## config.mk

```make
export PLATFORM = sky130hd
export DESIGN_NAME = xbar_route_ctrl
export DESIGN_NICKNAME = d
export VERILOG_FILES = /design/src/rtl/xbar_route_ctrl.sv
export SDC_FILE = /design/constraint.sdc
export NUM_CORES = 1
export LEC_CHECK = 0
export ABC_CLOCK_PERIOD_IN_PS = 2500
export BUFFER_PORTS_ARGS = -buffer_cell sky130_fd_sc_hd__buf_2
export CAP_MARGIN = 20
export CORE_MARGIN = 8
export CORE_UTILIZATION = 34
export DETAILED_ROUTE_END_ITERATION = 16
export SETUP_SLACK_MARGIN = 0.02
export SLEW_MARGIN = 10
export SYNTH_ARGS = -nofsm -noshare
export SYNTH_HDL_FRONTEND = slang
export SYNTH_SLANG_ARGS = --single-unit
```

## constraint.sdc

```tcl
create_clock -name clk -period 2.5 [get_ports clk]
set_input_delay 0.125 -clock clk [delete_from_list [all_inputs] [get_ports clk]]
set_output_delay 0.125 -clock clk [all_outputs]
set_load 0.02 [all_outputs]
```

## src/rtl/xbar_route_ctrl.sv

```systemverilog
// xbar_route_ctrl: searches the 32 settings of a five-switch 4x4 network for one
// that delivers the requested source to each output, then registers that setting
// as the crossbar control word.
// Optional build macro: XBAR_ROUTE_CTRL_CACHE_EN adds a one-entry cache of the
// last successfully routed request so that a repeat request is answered at once.
module xbar_route_ctrl (
  input  logic       clk,
  input  logic       rst_n,
  input  logic       req_valid,
  output logic       req_ready,
  input  logic [7:0] req_src,
  output logic       resp_valid,
  input  logic       resp_ready,
  output logic       resp_err,
  output logic [4:0] control
);

  typedef enum logic [1:0] {
    IDLE   = 2'd0,
    SEARCH = 2'd1,
    RESP   = 2'd2
  } state_e;

  state_e     state_q, state_d;
  logic [4:0] cnt_q, cnt_d;
  logic [7:0] src_q, src_d;
  logic [4:0] ctrl_q, ctrl_d;
  logic       err_q, err_d;

`ifdef XBAR_ROUTE_CTRL_CACHE_EN
  logic       cache_v_q, cache_v_d;
  logic [7:0] cache_src_q, cache_src_d;
  logic [4:0] cache_ctrl_q, cache_ctrl_d;
`endif

  // Push the four input labels through the switch network for setting c and
  // report whether every output receives the source the request asks for.
  function automatic logic route_match(input logic [4:0] c, input logic [7:0] src);
    logic [1:0] t1, t2, t3, t4, t5, t6;
    logic [1:0] o1, o2, o3, o4;
    t1 = c[0] ? 2'd1 : 2'd0;
    t2 = c[0] ? 2'd0 : 2'd1;
    t4 = c[3] ? 2'd3 : 2'd2;
    t6 = c[3] ? 2'd2 : 2'd3;
    t3 = c[2] ? t4 : t2;
    t5 = c[2] ? t2 : t4;
    o1 = c[1] ? t3 : t1;
    o2 = c[1] ? t1 : t3;
    o3 = c[4] ? t6 : t5;
    o4 = c[4] ? t5 : t6;
    return ({o4, o3, o2, o1} == src);
  endfunction

  // A request naming the same input for two outputs can never be routed.
  function automatic logic has_dup(input logic [7:0] src);
    return (src[1:0] == src[3:2]) || (src[1:0] == src[5:4]) ||
           (src[1:0] == src[7:6]) || (src[3:2] == src[5:4]) ||
           (src[3:2] == src[7:6]) || (src[5:4] == src[7:6]);
  endfunction

  // Next-state logic: accept, search one candidate per cycle, hold the result.
  always_comb begin
    state_d = state_q;
    cnt_d   = cnt_q;
    src_d   = src_q;
    ctrl_d  = ctrl_q;
    err_d   = err_q;
`ifdef XBAR_ROUTE_CTRL_CACHE_EN
    cache_v_d    = cache_v_q;
    cache_src_d  = cache_src_q;
    cache_ctrl_d = cache_ctrl_q;
`endif
    case (state_q)
      IDLE: begin
        if (req_valid) begin
          src_d = req_src;
          cnt_d = 5'd0;
          if (has_dup(req_src)) begin
            state_d = RESP;
            err_d   = 1'b1;
          end
`ifdef XBAR_ROUTE_CTRL_CACHE_EN
          else if (cache_v_q && (cache_src_q == req_src)) begin
            state_d = RESP;
            ctrl_d  = cache_ctrl_q;
            err_d   = 1'b0;
          end
`endif
          else begin
            state_d = SEARCH;
            err_d   = 1'b0;
          end
        end else begin
          state_d = IDLE;
        end
      end
      SEARCH: begin
        if (route_match(cnt_q, src_q)) begin
          state_d = RESP;
          ctrl_d  = cnt_q;
          err_d   = 1'b0;
`ifdef XBAR_ROUTE_CTRL_CACHE_EN
          cache_v_d    = 1'b1;
          cache_src_d  = src_q;
          cache_ctrl_d = cnt_q;
`endif
        end else if (cnt_q == 5'd31) begin
          state_d = RESP;
          err_d   = 1'b1;
        end else begin
          cnt_d = cnt_q + 5'd1;
        end
      end
      RESP: begin
        if (resp_ready) begin
          state_d = IDLE;
          err_d   = 1'b0;
          cnt_d   = 5'd0;
        end else begin
          state_d = RESP;
        end
      end
      default: begin
        state_d = IDLE;
        err_d   = 1'b0;
        cnt_d   = 5'd0;
      end
    endcase
  end

  // State register; reset abandons any search or pending response.
  always_ff @(posedge clk or negedge rst_n) begin
    if (!rst_n) begin
      state_q <= IDLE;
      cnt_q   <= 5'd0;
      src_q   <= 8'd0;
      ctrl_q  <= 5'd0;
      err_q   <= 1'b0;
    end else begin
      state_q <= state_d;
      cnt_q   <= cnt_d;
      src_q   <= src_d;
      ctrl_q  <= ctrl_d;
      err_q   <= err_d;
    end
  end

`ifdef XBAR_ROUTE_CTRL_CACHE_EN
  // Cache register; reset invalidates it, only successful searches refill it.
  always_ff @(posedge clk or negedge rst_n) begin
    if (!rst_n) begin
      cache_v_q    <= 1'b0;
      cache_src_q  <= 8'd0;
      cache_ctrl_q <= 5'd0;
    end else begin
      cache_v_q    <= cache_v_d;
      cache_src_q  <= cache_src_d;
      cache_ctrl_q <= cache_ctrl_d;
    end
  end
`endif

  assign req_ready  = (state_q == IDLE);
  assign resp_valid = (state_q == RESP);
  assign resp_err   = err_q;
  assign control    = ctrl_q;

endmodule

```

==> impl_table.tex, run 1 <==
\begin{tabular}{lr}
\hline
Metric & Value \\
\hline
\multicolumn{2}{l}{\textbf{Outcome}} \\
Status & complete, no violations \\
\multicolumn{2}{l}{\textbf{Cells and area}} \\
NumNets Final & 171 \\
Layout Area Growth over Synthesis & 15.6\% \\
Fraction of layout cells with a size suffix above 1 & 30.1\% \\
Final design instance area without fill & 0.00161 mm\^{}2 \\
Fraction of the core area covered by cells at the end of the flow & 40.4\% \\
Number of fill cells & 390 \\
N\_diodes & 0 \\
\multicolumn{2}{l}{\textbf{Floorplan}} \\
Placeable Area & 0.00397 mm\^{}2 \\
I/O Pins & 20 \\
Die Area & 0.00639 mm\^{}2 \\
Die outline width & 79.9 um \\
Standard-cell rows & 23 \\
Effective utilization at floorplan & 35.0\% \\
Die span in y & 79.9 um \\
\multicolumn{2}{l}{\textbf{Job}} \\
Number of max-capacitance violations reported & 0 \\
\multicolumn{2}{l}{\textbf{STA}} \\
Maximum frequency from static timing analysis & 0.433 GHz \\
Hold Vio Cnt, Final & 0 \\
Final cycle utilization of the critical path & 92.4\% \\
Final sum of negative setup slack & 0 ps \\
Slew at the pin closest to its max-slew limit & 600 ps \\
Setup repair after global routing missed its margin & false \\
Headroom to the max-slew limit & 59.7\% \\
Setup slack after layout & 189 ps \\
Fin crit period & 2310 ps \\
Endpoints failing setup & 0 \\
Clock tree skew after final layout & 2.12 ps \\
Final Max Tran Viols & 0 \\
\multicolumn{2}{l}{\textbf{Setup path}} \\
Category of the most critical setup path & reg2reg \\
CP delay by family, top & simple AND/OR/NAND/NOR gates \\
CP startpoint kind & flip-flop \\
Buffer and inverter count on the worst path & 0 \\
Worst Path Max Fanout & 10 \\
Critical Path RT & 2640 ps \\
Worst path cell trace & or3b\_1, a221oi\_1, a211oi\_2, nor4\_4, mux2\_2 \\
Highest-delay cell along the critical path & nor4\_4 \\
Kind of capture point of the worst setup path & flip-flop \\
Delay of the slowest critical-path stage & 500 ps \\
Crit path DAT & 2450 ps \\
\multicolumn{2}{l}{\textbf{Power and ir drop}} \\
Areal power density over the cells & 852 mW/mm\^{}2 \\
P\_leak & 0.705 nW \\
Overall power of the completed layout & 0.00137 W \\
Peak VDD IR & 339 uV \\
\multicolumn{2}{l}{\textbf{Placement}} \\
Post-detailed-placement half-perimeter wirelength & 2.34 mm \\
Global placer's final weighted congestion & 0.834 \\
Post-DP Area & 0.00155 mm\^{}2 \\
Worst setup slack after placement & 154 ps \\
Total of buffers placed on input and output ports & 19 \\
\multicolumn{2}{l}{\textbf{Clock tree}} \\
Total clock buffers created by CTS & 3 \\
Worst-Skew Late Latency & 250 ps \\
Clock tree from TritonCTS & built \\
Buffers from clock root to sink, at most & 2 \\
Root Buffer Master & clkbuf\_8 \\
Setup fix buffers added after clock tree synthesis & 0 \\
Clock transition at path regs & 70 ps \\
H-tree levels & 1 \\
Sinks on Clock Net & 21 \\
\multicolumn{2}{l}{\textbf{Global route}} \\
Total track usage & 10.4\% \\
Wire length of the first global-routing pass & 5.43 mm \\
GRT Residual Overflow & 0 \\
Number of antenna violations at the first check in global routing & 0 \\
Vias in the first global route & 1108 \\
Pin count of the biggest net entering global routing & 22 \\
\multicolumn{2}{l}{\textbf{Yosys}} \\
Syn. warnings & 0 \\
Post-synthesis sequential area ratio & 37.8\% \\
Post-synthesis average cell area & 10.4 um\^{}2 \\
Number of distinct library cells after synthesis & 46 \\
Number of synthesized flops with an enable pin & 0 \\
Post-synthesis sequential element count & 21 \\
Post-synth design cell area & 0.00139 mm\^{}2 \\
Cell count after synthesis & 133 \\
Top\_reg\_cell synth & dfrtp\_1 \\
Number of nets produced by synthesis & 147 \\
Fraction of synthesis flops using an asynchronous set or reset pin & 100\% \\
\multicolumn{2}{l}{\textbf{Detailed routing}} \\
Remaining antenna violation count after routing & 0 \\
1st-pass router iterations & 4 \\
Total Routed Length & 3.08 mm \\
Average routed wire per standard cell & 15.0 um \\
Routed via count divided by cell count & 5.17 \\
\# DRC & 0 \\
Drt initial violations & 77 \\
Via count & 1065 \\
\multicolumn{2}{l}{\textbf{Worst hold path}} \\
Worst hold path type & in2reg \\
\hline
\end{tabular}
[kinds of logic (layout without fill, tap and decap cells)]
kind of cell | after synthesis | after routing | synth area share [%]
adder cells (fa/ha/maj) | 2 | 2 | 1.80
buffers and inverters | 10 | 33 | 4.14
XOR/XNOR | 14 | 14 | 8.83
flip-flops | 21 | 21 | 37.8
AO/OA/AOI/OAI | 30 | 30 | 16.5
multiplexers | 13 | 13 | 10.5
AND/OR/NAND/NOR | 43 | 43 | 20.4
[cells in the final DEF, fill, tap and decap left out, types with 4 or more instances in the layout]
cell type / count
buf_2: 19
buf_4: 7
dfrtp_1: 20
mux2_2: 13
nand2_1: 9
nand2b_1: 4
nand3b_1: 4
o21ai_0: 5
xnor2_1: 5
xor2_1: 9
[what timing repair did]
action                                  in CTS  in global routing
hold buffers                                 1                  0
gates resized for setup                      0                  1
endpoints found under the setup margin       0                  6
endpoints found under the hold margin       21                  0
[metal layers]
layer	share of wire (%)	wire length, um	track usage (%)	up-vias
met3	2.2	67	2.14	2
li1	-	-	-	542
met2	51	1570	16.9	8
met4	0.78	24	3.45	0
met1	46	1410	13.3	513
met5	0	0	0	-
[stage by stage]
| step | hold slack [ps] | std cells |
|---|---|---|
| final | 154 | 206 |
| after global placement | 105 | 201 |
| after floorplan | -171 | 133 |
| after detailed placement | 116 | 201 |
| after global routing | 166 | 206 |
| after CTS | 146 | 206 |
[cell usage after synthesis, types with 2 or more instances]
| cell | count | share of area [%] |
|---|---|---|
| a21oi_1 | 3 | 1.1 |
| a221oi_1 | 3 | 1.9 |
| a32o_1 | 2 | 1.4 |
| a32oi_1 | 2 | 1.3 |
| buf_6 | 2 | 1.6 |
| clkbuf_1 | 4 | 1.1 |
| dfrtp_1 | 21 | 38 |
| ha_1 | 2 | 1.8 |
| inv_1 | 2 | 0.54 |
| mux2_2 | 13 | 11 |
| nand2_1 | 9 | 2.4 |
| nand2b_1 | 4 | 1.8 |
| nand3_1 | 3 | 1.1 |
| nand3b_1 | 4 | 2.2 |
| nor2_1 | 3 | 0.81 |
| nor2b_1 | 3 | 1.4 |
| nor3_1 | 2 | 0.72 |
| o21ai_0 | 5 | 1.8 |
| o22ai_1 | 3 | 1.4 |
| or3b_1 | 3 | 1.9 |
| or4bb_1 | 3 | 2.4 |
| xnor2_1 | 5 | 3.2 |
| xor2_1 | 9 | 5.7 |
[report_power, final]
part / internal (W) / switching, W / total [W] / leakage [nW]
registers: 0.000440 / 0.000124 / 0.000563 / 0.268
clock network: 0.000113 / 0.000103 / 0.000216 / 0.0228
logic: 0.000286 / 0.000303 / 0.000589 / 0.414
total: 0.000839 / 0.000529 / 0.00137 / 0.705
[worst min-delay path, cell delays in order]
cell and delay [ps]:
buf_2 110, nand2_1 50, o21ai_0 80
[sequential cells by signal, indices dropped and copies added (netlist names)]
register and flops:
cnt_q 5, state_q 2, resp_err 1, src_q 8, control 5
[final timing paths]
kind,start,to,slack (ps),cells after the start
worst max-delay path,cnt_q[4],control[1],190,5
worst min-delay path,req_valid,state_q[0],150,3
worst max register to register,cnt_q[4],control[1],190,5
worst min register to register,control[3],control[3],510,1
max in group asynchronous,rst_n,cnt_q[4],1800,2
min in group asynchronous,rst_n,state_q[1],350,2
[final cells by class]
class	instances	area, um^2	area share [%]
Tap cell	50	62.6	3.90
Sequential cell	21	527	32.8
Inverter	2	7.51	0.468
Multi-Input combinational cell	102	806	50.2
Timing Repair Buffer	27	158	9.82
Clock buffer	4	45.0	2.81
Power figures use the tool's default switching activity.
==> inputs of run 2 (changes only) <==
--- a/config.mk
+++ b/config.mk
@@ -5,6 +5,7 @@
 export SDC_FILE = /design/constraint.sdc
 export NUM_CORES = 1
 export LEC_CHECK = 0
+export ABC_AREA = 1
 export ABC_CLOCK_PERIOD_IN_PS = 2500
 export BUFFER_PORTS_ARGS = -buffer_cell sky130_fd_sc_hd__buf_2
 export CAP_MARGIN = 20
==> impl_table.tex, run 2 <==
\begin{tabular}{lr}
\hline
Metric & Value \\
\hline
\multicolumn{2}{l}{\textbf{Outcome}} \\
Status & complete, no violations \\
\multicolumn{2}{l}{\textbf{Setup path}} \\
Category of the most critical setup path & reg2reg \\
Critical Path RT & 2710 ps (+70 ps) \\
Reg2reg end & cnt\_q[0] \\
Reg-to-reg startpoint & cnt\_q[2] \\
CP startpoint kind & flip-flop \\
Reg-to-reg setup timing slack & 580 ps (+390 ps) \\
FF-to-FF path depth & 12 (+7) \\
Worst Path Max Fanout & 14 (+4) \\
Kind of capture point of the worst setup path & flip-flop \\
Crit path DAT & 2130 ps (-320 ps) \\
\multicolumn{2}{l}{\textbf{Floorplan}} \\
Placeable Area & 0.00400 mm\^{}2 (+0.72\%) \\
Effective utilization at floorplan & 35.1\% (+0.12 points) \\
Die Area & 0.00644 mm\^{}2 (+0.87\%) \\
I/O Pins & 20 (unchanged) \\
Die span in y & 80.3 um (+0.43\%) \\
Die outline width & 80.3 um (+0.43\%) \\
Standard-cell rows & 23 (unchanged) \\
\multicolumn{2}{l}{\textbf{STA}} \\
Final sum of negative setup slack & 0 ps (unchanged) \\
Worst-case hold slack & 143 ps (-10.7 ps) \\
Final cycle utilization of the critical path & 76.8\% (-16 points) \\
Setup repair after global routing missed its margin & false \\
Slew at the pin closest to its max-slew limit & 482 ps (-118 ps) \\
Fin crit period & 1920 ps (-392 ps) \\
Headroom to the max-slew limit & 67.8\% (+8.1 points) \\
Clock tree skew after final layout & 3.06 ps (+0.939 ps) \\
Maximum frequency from static timing analysis & 0.521 GHz (+20\%) \\
Final Max Tran Viols & 0 (unchanged) \\
Hold Vio Cnt, Final & 0 (unchanged) \\
Setup slack after layout & 581 ps (+392 ps) \\
Endpoints failing setup & 0 (unchanged) \\
\multicolumn{2}{l}{\textbf{Detailed routing}} \\
\# DRC & 0 (unchanged) \\
Total Routed Length & 3.05 mm (-1.0\%) \\
Average routed wire per standard cell & 10.8 um (-27\%) \\
Via count & 1300 (+22\%) \\
Routed via count divided by cell count & 4.63 (-11\%) \\
Remaining antenna violation count after routing & 0 (unchanged) \\
1st-pass router iterations & 4 (unchanged) \\
Drt initial violations & 80 (+3.9\%) \\
\multicolumn{2}{l}{\textbf{Global route}} \\
Total track usage & 10.8\% (+0.39 points) \\
Number of antenna violations at the first check in global routing & 0 (unchanged) \\
Wire length of the first global-routing pass & 5.57 mm (+2.5\%) \\
Pin count of the biggest net entering global routing & 22 (unchanged) \\
Vias in the first global route & 1280 (+16\%) \\
GRT Residual Overflow & 0 (unchanged) \\
\multicolumn{2}{l}{\textbf{Power and ir drop}} \\
Areal power density over the cells & 760 mW/mm\^{}2 (-11\%) \\
Peak VDD IR & 219 uV (-35\%) \\
P\_leak & 0.871 nW (+23\%) \\
\multicolumn{2}{l}{\textbf{Yosys}} \\
Syn. warnings & 0 (unchanged) \\
Number of nets produced by synthesis & 223 (+52\%) \\
Number of distinct library cells after synthesis & 21 (-54\%) \\
Cell with the most instances after synthesis & nand2\_1 \\
Post-synthesis average cell area & 6.72 um\^{}2 (-36\%) \\
Cell count after synthesis & 209 (+57\%) \\
Post-synthesis sequential element count & 21 (unchanged) \\
Number of synthesized flops with an enable pin & 0 (unchanged) \\
Post-synthesis sequential area ratio & 37.4\% (-0.40 points) \\
Area share of the leading cell type in the synthesized netlist & 37.4\% (-0.40 points) \\
Post-synth design cell area & 0.00140 mm\^{}2 (+1.1\%) \\
Top cells by area, synth & dfrtp\_1 37\%, nand2\_1 24\%, nand3\_1 7.5\% \\
Fraction of synthesis flops using an asynchronous set or reset pin & 100\% (unchanged) \\
Library cell occupying the most area in the post-synthesis netlist & dfrtp\_1 \\
Top post-synthesis cells by count & 90 x nand2\_1, 26 x inv\_1, 21 x dfrtp\_1, 21 x nand3\_1, 10 x o21ai\_0 \\
Top\_reg\_cell synth & dfrtp\_1 \\
\multicolumn{2}{l}{\textbf{Cells and area}} \\
NumNets Final & 246 (+44\%) \\
Commonest non-fill, non-tap cells in the layout & 90 x nand2\_1, 26 x inv\_1, 21 x nand3\_1, 21 x dfrtp\_1, 19 x buf\_2 \\
Most frequent standard cell in the layout excluding fill and tap cells & nand2\_1 \\
Number of flip-flops under the largest register name & 8 (unchanged) \\
Fraction of layout cells with a size suffix above 1 & 16.5\% (-14 points) \\
Fraction of the core area covered by cells at the end of the flow & 40.0\% (-0.45 points) \\
N\_diodes & 0 (unchanged) \\
Register with the highest flop count & src\_q \\
Number of fill cells & 439 (+13\%) \\
Layout Area Growth over Synthesis & 13.9\% \\
\multicolumn{2}{l}{\textbf{Clock tree}} \\
Sinks on Clock Net & 21 (unchanged) \\
Clock tree from TritonCTS & built \\
Buffers from clock root to sink, at most & 2 (unchanged) \\
Clock transition at path regs & 80 ps (about the same) \\
Total clock buffers created by CTS & 3 (unchanged) \\
Root Buffer Master & clkbuf\_8 \\
Number of gates resized after CTS & 0 (unchanged) \\
Worst-Skew Late Latency & 270 ps (+20 ps) \\
H-tree levels & 1 (unchanged) \\
\multicolumn{2}{l}{\textbf{Placement}} \\
Worst setup slack after placement & 603 ps (+448 ps) \\
Post-detailed-placement half-perimeter wirelength & 2.39 mm (+2.1\%) \\
Global placer's final weighted congestion & 0.766 (-8.2\%) \\
Total of buffers placed on input and output ports & 19 (unchanged) \\
\multicolumn{2}{l}{\textbf{Worst hold path}} \\
End of the worst hold path & src\_q[0] \\
Worst hold path type & in2reg \\
Cells on Worst Hold Path & 3 (unchanged) \\
Min-Delay Startpoint & req\_src[0] \\
\multicolumn{2}{l}{\textbf{Job}} \\
Number of max-capacitance violations reported & 0 (unchanged) \\
\hline
\end{tabular}
## run 2: changes by cell type after synthesis, moves of 6 or more
cell     delta
nor2_1      +6
xor2_1      -8
inv_1      +24
nand3_1    +18
mux2_2     -13
nand2_1    +81
## run 2: worst max path at each step
stage / to / start / slack, ps
2_1_floorplan: cnt_q[4] / cnt_q[1] / 900
3_3_place_gp: cnt_q[2] / cnt_q[2] / 620
3_5_place_dp: cnt_q[0] / cnt_q[2] / 600
4_1_cts: cnt_q[0] / cnt_q[2] / 590
5_1_grt: cnt_q[0] / cnt_q[2] / 300
6_report: cnt_q[0] / cnt_q[2] / 580
## run 2: metal layers
layer  track usage, %  vias up  share of wire (%)
met4             5.45        0                1.9
met1             14.0      570                 50
met3             2.23        5                4.4
met5                0        -                  0
met2             16.5       25                 43
li1                 -      700                  -
## run 2: kinds of logic (layout without fill, tap and decap cells)
family	Yosys count	after routing	share of synthesized area, %
adder cells (fa/ha/maj)	2	2	1.78
AND/OR/NAND/NOR	133	133	41.4
XOR/XNOR	4	4	2.50
flip-flops	21	21	37.4
AO/OA/AOI/OAI	16	16	7.04
buffers and inverters	33	55	9.89
## run 2: repair_timing
action / CTS / global route
buffers inserted: 0 / 0
hold endpoints to repair: 21 / 0
hold buffers: 1 / 0
## run 2: through the flow
| stage | area (um^2) | instances | power (W) |
|---|---|---|---|
| floorplan | 1400 | 209 | 0.000863 |
| global placement | 1540 | 276 | 0.000990 |
| detailed placement | 1540 | 276 | 0.000994 |
| CTS | 1600 | 281 | 0.00124 |
| global route | 1600 | 281 | 0.00135 |
| finish | 1600 | 281 | 0.00121 |
## run 2: report_power, final
group          total (W)  internal (W)  switching [W]
Clock           0.000231      0.000111       0.000120
Combinational   0.000487      0.000169       0.000317
Sequential      0.000497      0.000427      0.0000702
Total            0.00121      0.000707       0.000508
## run 2: critical path, stage by stage (launching register included)
cell     delay (ps)
dfrtp_1         590
inv_1           150
nand2_1         110
nand2_1          50
nand2_1          70
nand2_1          50
nand2_1          50
nand2_1          90
nor2_4          140
nand4_4         210
nand2_1         220
nand2_1          70
nand2_1          70
## run 2: cell type report
type	count	area (um^2)	area share, %
Sequential cell	21	526	32.9
Tap cell	50	62.6	3.91
Multi-Input combinational cell	155	739	46.2
Inverter	30	113	7.04
Timing Repair Buffer	21	113	7.04
Clock buffer	3	41.3	2.58
Clock inverter	1	5.00	0.313
==> inputs of run 3 (changes only) <==
--- a/config.mk
+++ b/config.mk
@@ -6,7 +6,7 @@
 export NUM_CORES = 1
 export LEC_CHECK = 0
 export ABC_AREA = 1
-export ABC_CLOCK_PERIOD_IN_PS = 2500
+export ABC_CLOCK_PERIOD_IN_PS = 1800
 export BUFFER_PORTS_ARGS = -buffer_cell sky130_fd_sc_hd__buf_2
 export CAP_MARGIN = 20
 export CORE_MARGIN = 8
==> constraint.sdc (replaced) <==
create_clock -name clk -period 1.8 [get_ports clk]
set_input_delay 0.09 -clock clk [delete_from_list [all_inputs] [get_ports clk]]
set_output_delay 0.09 -clock clk [all_outputs]
set_load 0.02 [all_outputs]
==> impl_table.tex, run 3 (same netlist as run 2, synthesis figures left out) <==
\begin{tabular}{lr}
\hline
Metric & Value \\
\hline
\multicolumn{2}{l}{\textbf{Outcome}} \\
Status & complete, no violations \\
\multicolumn{2}{l}{\textbf{Placement}} \\
Global placer's final weighted congestion & 0.832 (+8.6\%) \\
Total of buffers placed on input and output ports & 19 (unchanged) \\
Post-detailed-placement half-perimeter wirelength & 2.54 mm (+6.3\%) \\
Worst setup slack after placement & 96.6 ps (-506 ps) \\
\multicolumn{2}{l}{\textbf{Cells and area}} \\
Number of flip-flops under the largest register name & 8 (unchanged) \\
Most frequent standard cell in the layout excluding fill and tap cells & nand2\_1 \\
Fraction of layout cells with a size suffix above 1 & 24.0\% (+7.5 points) \\
Register with the highest flop count & src\_q \\
N\_diodes & 0 (unchanged) \\
Layout Area Growth over Synthesis & 23.4\% \\
NumNets Final & 257 (+4.5\%) \\
Commonest non-fill, non-tap cells in the layout & 85 x nand2\_1, 25 x inv\_1, 20 x nand3\_1, 20 x buf\_2, 18 x dfrtp\_1 \\
\multicolumn{2}{l}{\textbf{Floorplan}} \\
Die outline width & 80.3 um (unchanged) \\
Effective utilization at floorplan & 35.1\% (unchanged) \\
Standard-cell rows & 23 (unchanged) \\
Placeable Area & 0.00400 mm\^{}2 (unchanged) \\
Die Area & 0.00644 mm\^{}2 (unchanged) \\
I/O Pins & 20 (unchanged) \\
Die span in y & 80.3 um (unchanged) \\
\multicolumn{2}{l}{\textbf{Setup path}} \\
Buffer and inverter count on the worst path & 2 (+1) \\
Delay of the slowest critical-path stage & 450 ps (-140 ps) \\
CP delay by family, top & simple AND/OR/NAND/NOR gates \\
Worst path cell trace & buf\_4, nand2\_1, nand2\_1, nand2\_2, nand2\_1, nand2\_1, nand2\_1, nor2\_4, buf\_6, nand4\_4, nand2\_1, o21ai\_2 \\
Category of the most critical setup path & reg2reg \\
CP startpoint kind & flip-flop \\
Crit path DAT & 1840 ps (-290 ps) \\
Most frequent CP cell & nand2\_1 \\
Highest-delay cell along the critical path & dfrtp\_2 \\
Critical Path RT & 1950 ps (-760 ps) \\
Kind of capture point of the worst setup path & flip-flop \\
Worst Path Max Fanout & 5 (-9) \\
\multicolumn{2}{l}{\textbf{Clock tree}} \\
Root Buffer Master & clkbuf\_8 \\
Buffers from clock root to sink, at most & 2 (unchanged) \\
Clock transition at path regs & 70 ps (about the same) \\
Worst-Skew Late Latency & 250 ps (-20 ps) \\
Sinks on Clock Net & 21 (unchanged) \\
Clock tree from TritonCTS & built \\
H-tree levels & 1 (unchanged) \\
Total clock buffers created by CTS & 3 (unchanged) \\
\multicolumn{2}{l}{\textbf{Global route}} \\
Wire length of the first global-routing pass & 5.74 mm (+3.1\%) \\
Total track usage & 10.9\% (+0.054 points) \\
Vias in the first global route & 1335 (+4.3\%) \\
Number of antenna violations at the first check in global routing & 0 (unchanged) \\
GRT Residual Overflow & 0 (unchanged) \\
Pin count of the biggest net entering global routing & 22 (unchanged) \\
\multicolumn{2}{l}{\textbf{Detailed routing}} \\
1st-pass router iterations & 4 (unchanged) \\
Drt initial violations & 85 (+6.3\%) \\
Remaining antenna violation count after routing & 0 (unchanged) \\
Routed via count divided by cell count & 4.72 (+1.9\%) \\
Via count & 1377 (+5.9\%) \\
Total Routed Length & 3.37 mm (+11\%) \\
Average routed wire per standard cell & 11.5 um (+6.4\%) \\
\# DRC & 0 (unchanged) \\
\multicolumn{2}{l}{\textbf{Power and ir drop}} \\
Peak VDD IR & 352 uV (+60\%) \\
Internal power component & 0.00101 W (+42\%) \\
Portion of total power attributed to combinational logic & 42.6\% (+2.5 points) \\
Clock power share & 17.5\% (-1.5 points) \\
Proportion of power drawn by flip-flops and latches & 39.8\% (-1.1 points) \\
Areal power density over the cells & 1000 mW/mm\^{}2 (+32\%) \\
Switching part of the total power & 42.1\% (+0.33 points) \\
P\_leak & 0.927 nW (+6.4\%) \\
NetSw & 0.000732 W (+44\%) \\
Overall power of the completed layout & 0.00174 W (+43\%) \\
\multicolumn{2}{l}{\textbf{STA}} \\
Clock tree skew after final layout & 1.31 ps (-1.75 ps) \\
Hold Vio Cnt, Final & 0 (unchanged) \\
Final sum of negative setup slack & 0 ps (unchanged) \\
Slew at the pin closest to its max-slew limit & 496 ps (+13.5 ps) \\
Setup slack after layout & 110 ps (-471 ps) \\
Final cycle utilization of the critical path & 93.9\% (+17 points) \\
Endpoints failing setup & 0 (unchanged) \\
Setup repair after global routing missed its margin & true \\
Fin crit period & 1690 ps (-229 ps) \\
Maximum frequency from static timing analysis & 0.592 GHz (+14\%) \\
Final Max Tran Viols & 0 (unchanged) \\
Worst-case hold slack & 124 ps (-19.4 ps) \\
Headroom to the max-slew limit & 66.9\% (-0.94 points) \\
\multicolumn{2}{l}{\textbf{Worst hold path}} \\
Worst hold path type & in2reg \\
\multicolumn{2}{l}{\textbf{Job}} \\
Number of max-capacitance violations reported & 0 (unchanged) \\
\hline
\end{tabular}
-- run 3: cell types whose count changed in the layout (fill, tap and decap cells not counted), sizes merged --
cell / delta
nand4: +1
clkbuf: +1
buf: +10
clkinv: -1
-- run 3: stage by stage --
step / util [%] / std cells / cell area [um^2]
2_1_floorplan: - / 209 / 1400
3_3_place_gp: 39.5 / 281 / 1580
3_5_place_dp: 39.5 / 281 / 1580
4_1_cts: 40.9 / 286 / 1640
5_1_grt: 43.3 / 292 / 1730
6_report: 43.3 / 292 / 1730
-- run 3: layout make-up --
type,count,area (um^2)
fillers,436,2270
multi-input cells,156,783
flip-flops and latches,21,529
repair buffers,31,196
inverters,30,115
well taps,50,62.6
clock buffers,4,45.0
-- run 3: repair_timing --
action                                  in CTS  in global routing
buffers inserted                             0                  4
resized for setup                            0                 16
hold buffers                                 1                  0
endpoints found under the hold margin       21                  0
endpoints found under the setup margin       0                 13
-- run 3: final timing paths --
path / start / endpoint / slack, ps / cells past startpoint
max reg2reg: cnt_q[2] / control[3] / 110 / 12
max: cnt_q[2] / control[3] / 110 / 12
min in group asynchronous: rst_n / control[4] / 320 / 2
min reg2reg: control[0] / control[0] / 480 / 2
max in group asynchronous: rst_n / cnt_q[1] / 1120 / 2
min: req_src[0] / src_q[0] / 120 / 3
-- run 3: worst register-to-register path, delay by kind of cell, from the launching register on --
family	cells	cell delay, ps
simple gates	9	820
buf+inv	2	270
flops	1	450
compound gates	1	50
-- run 3: power by group through the flow --
stage	clock network, W	registers (W)	logic [W]
final	0.000305	0.000692	0.000741
after global routing	0.000332	0.000714	0.000859
after CTS	0.000316	0.000691	0.000697
after detailed placement	0	0.000698	0.000696
after global placement	0	0.000695	0.000690
after floorplan	0	0.000686	0.000513
-- run 3: layer usage --
metal	track usage, %	routed length, um	vias to the layer above
li1	-	-	721
met1	13.0	1660	631
met2	19.1	1540	23
met3	3.01	148	2
met4	1.64	19	0
met5	0	0	-
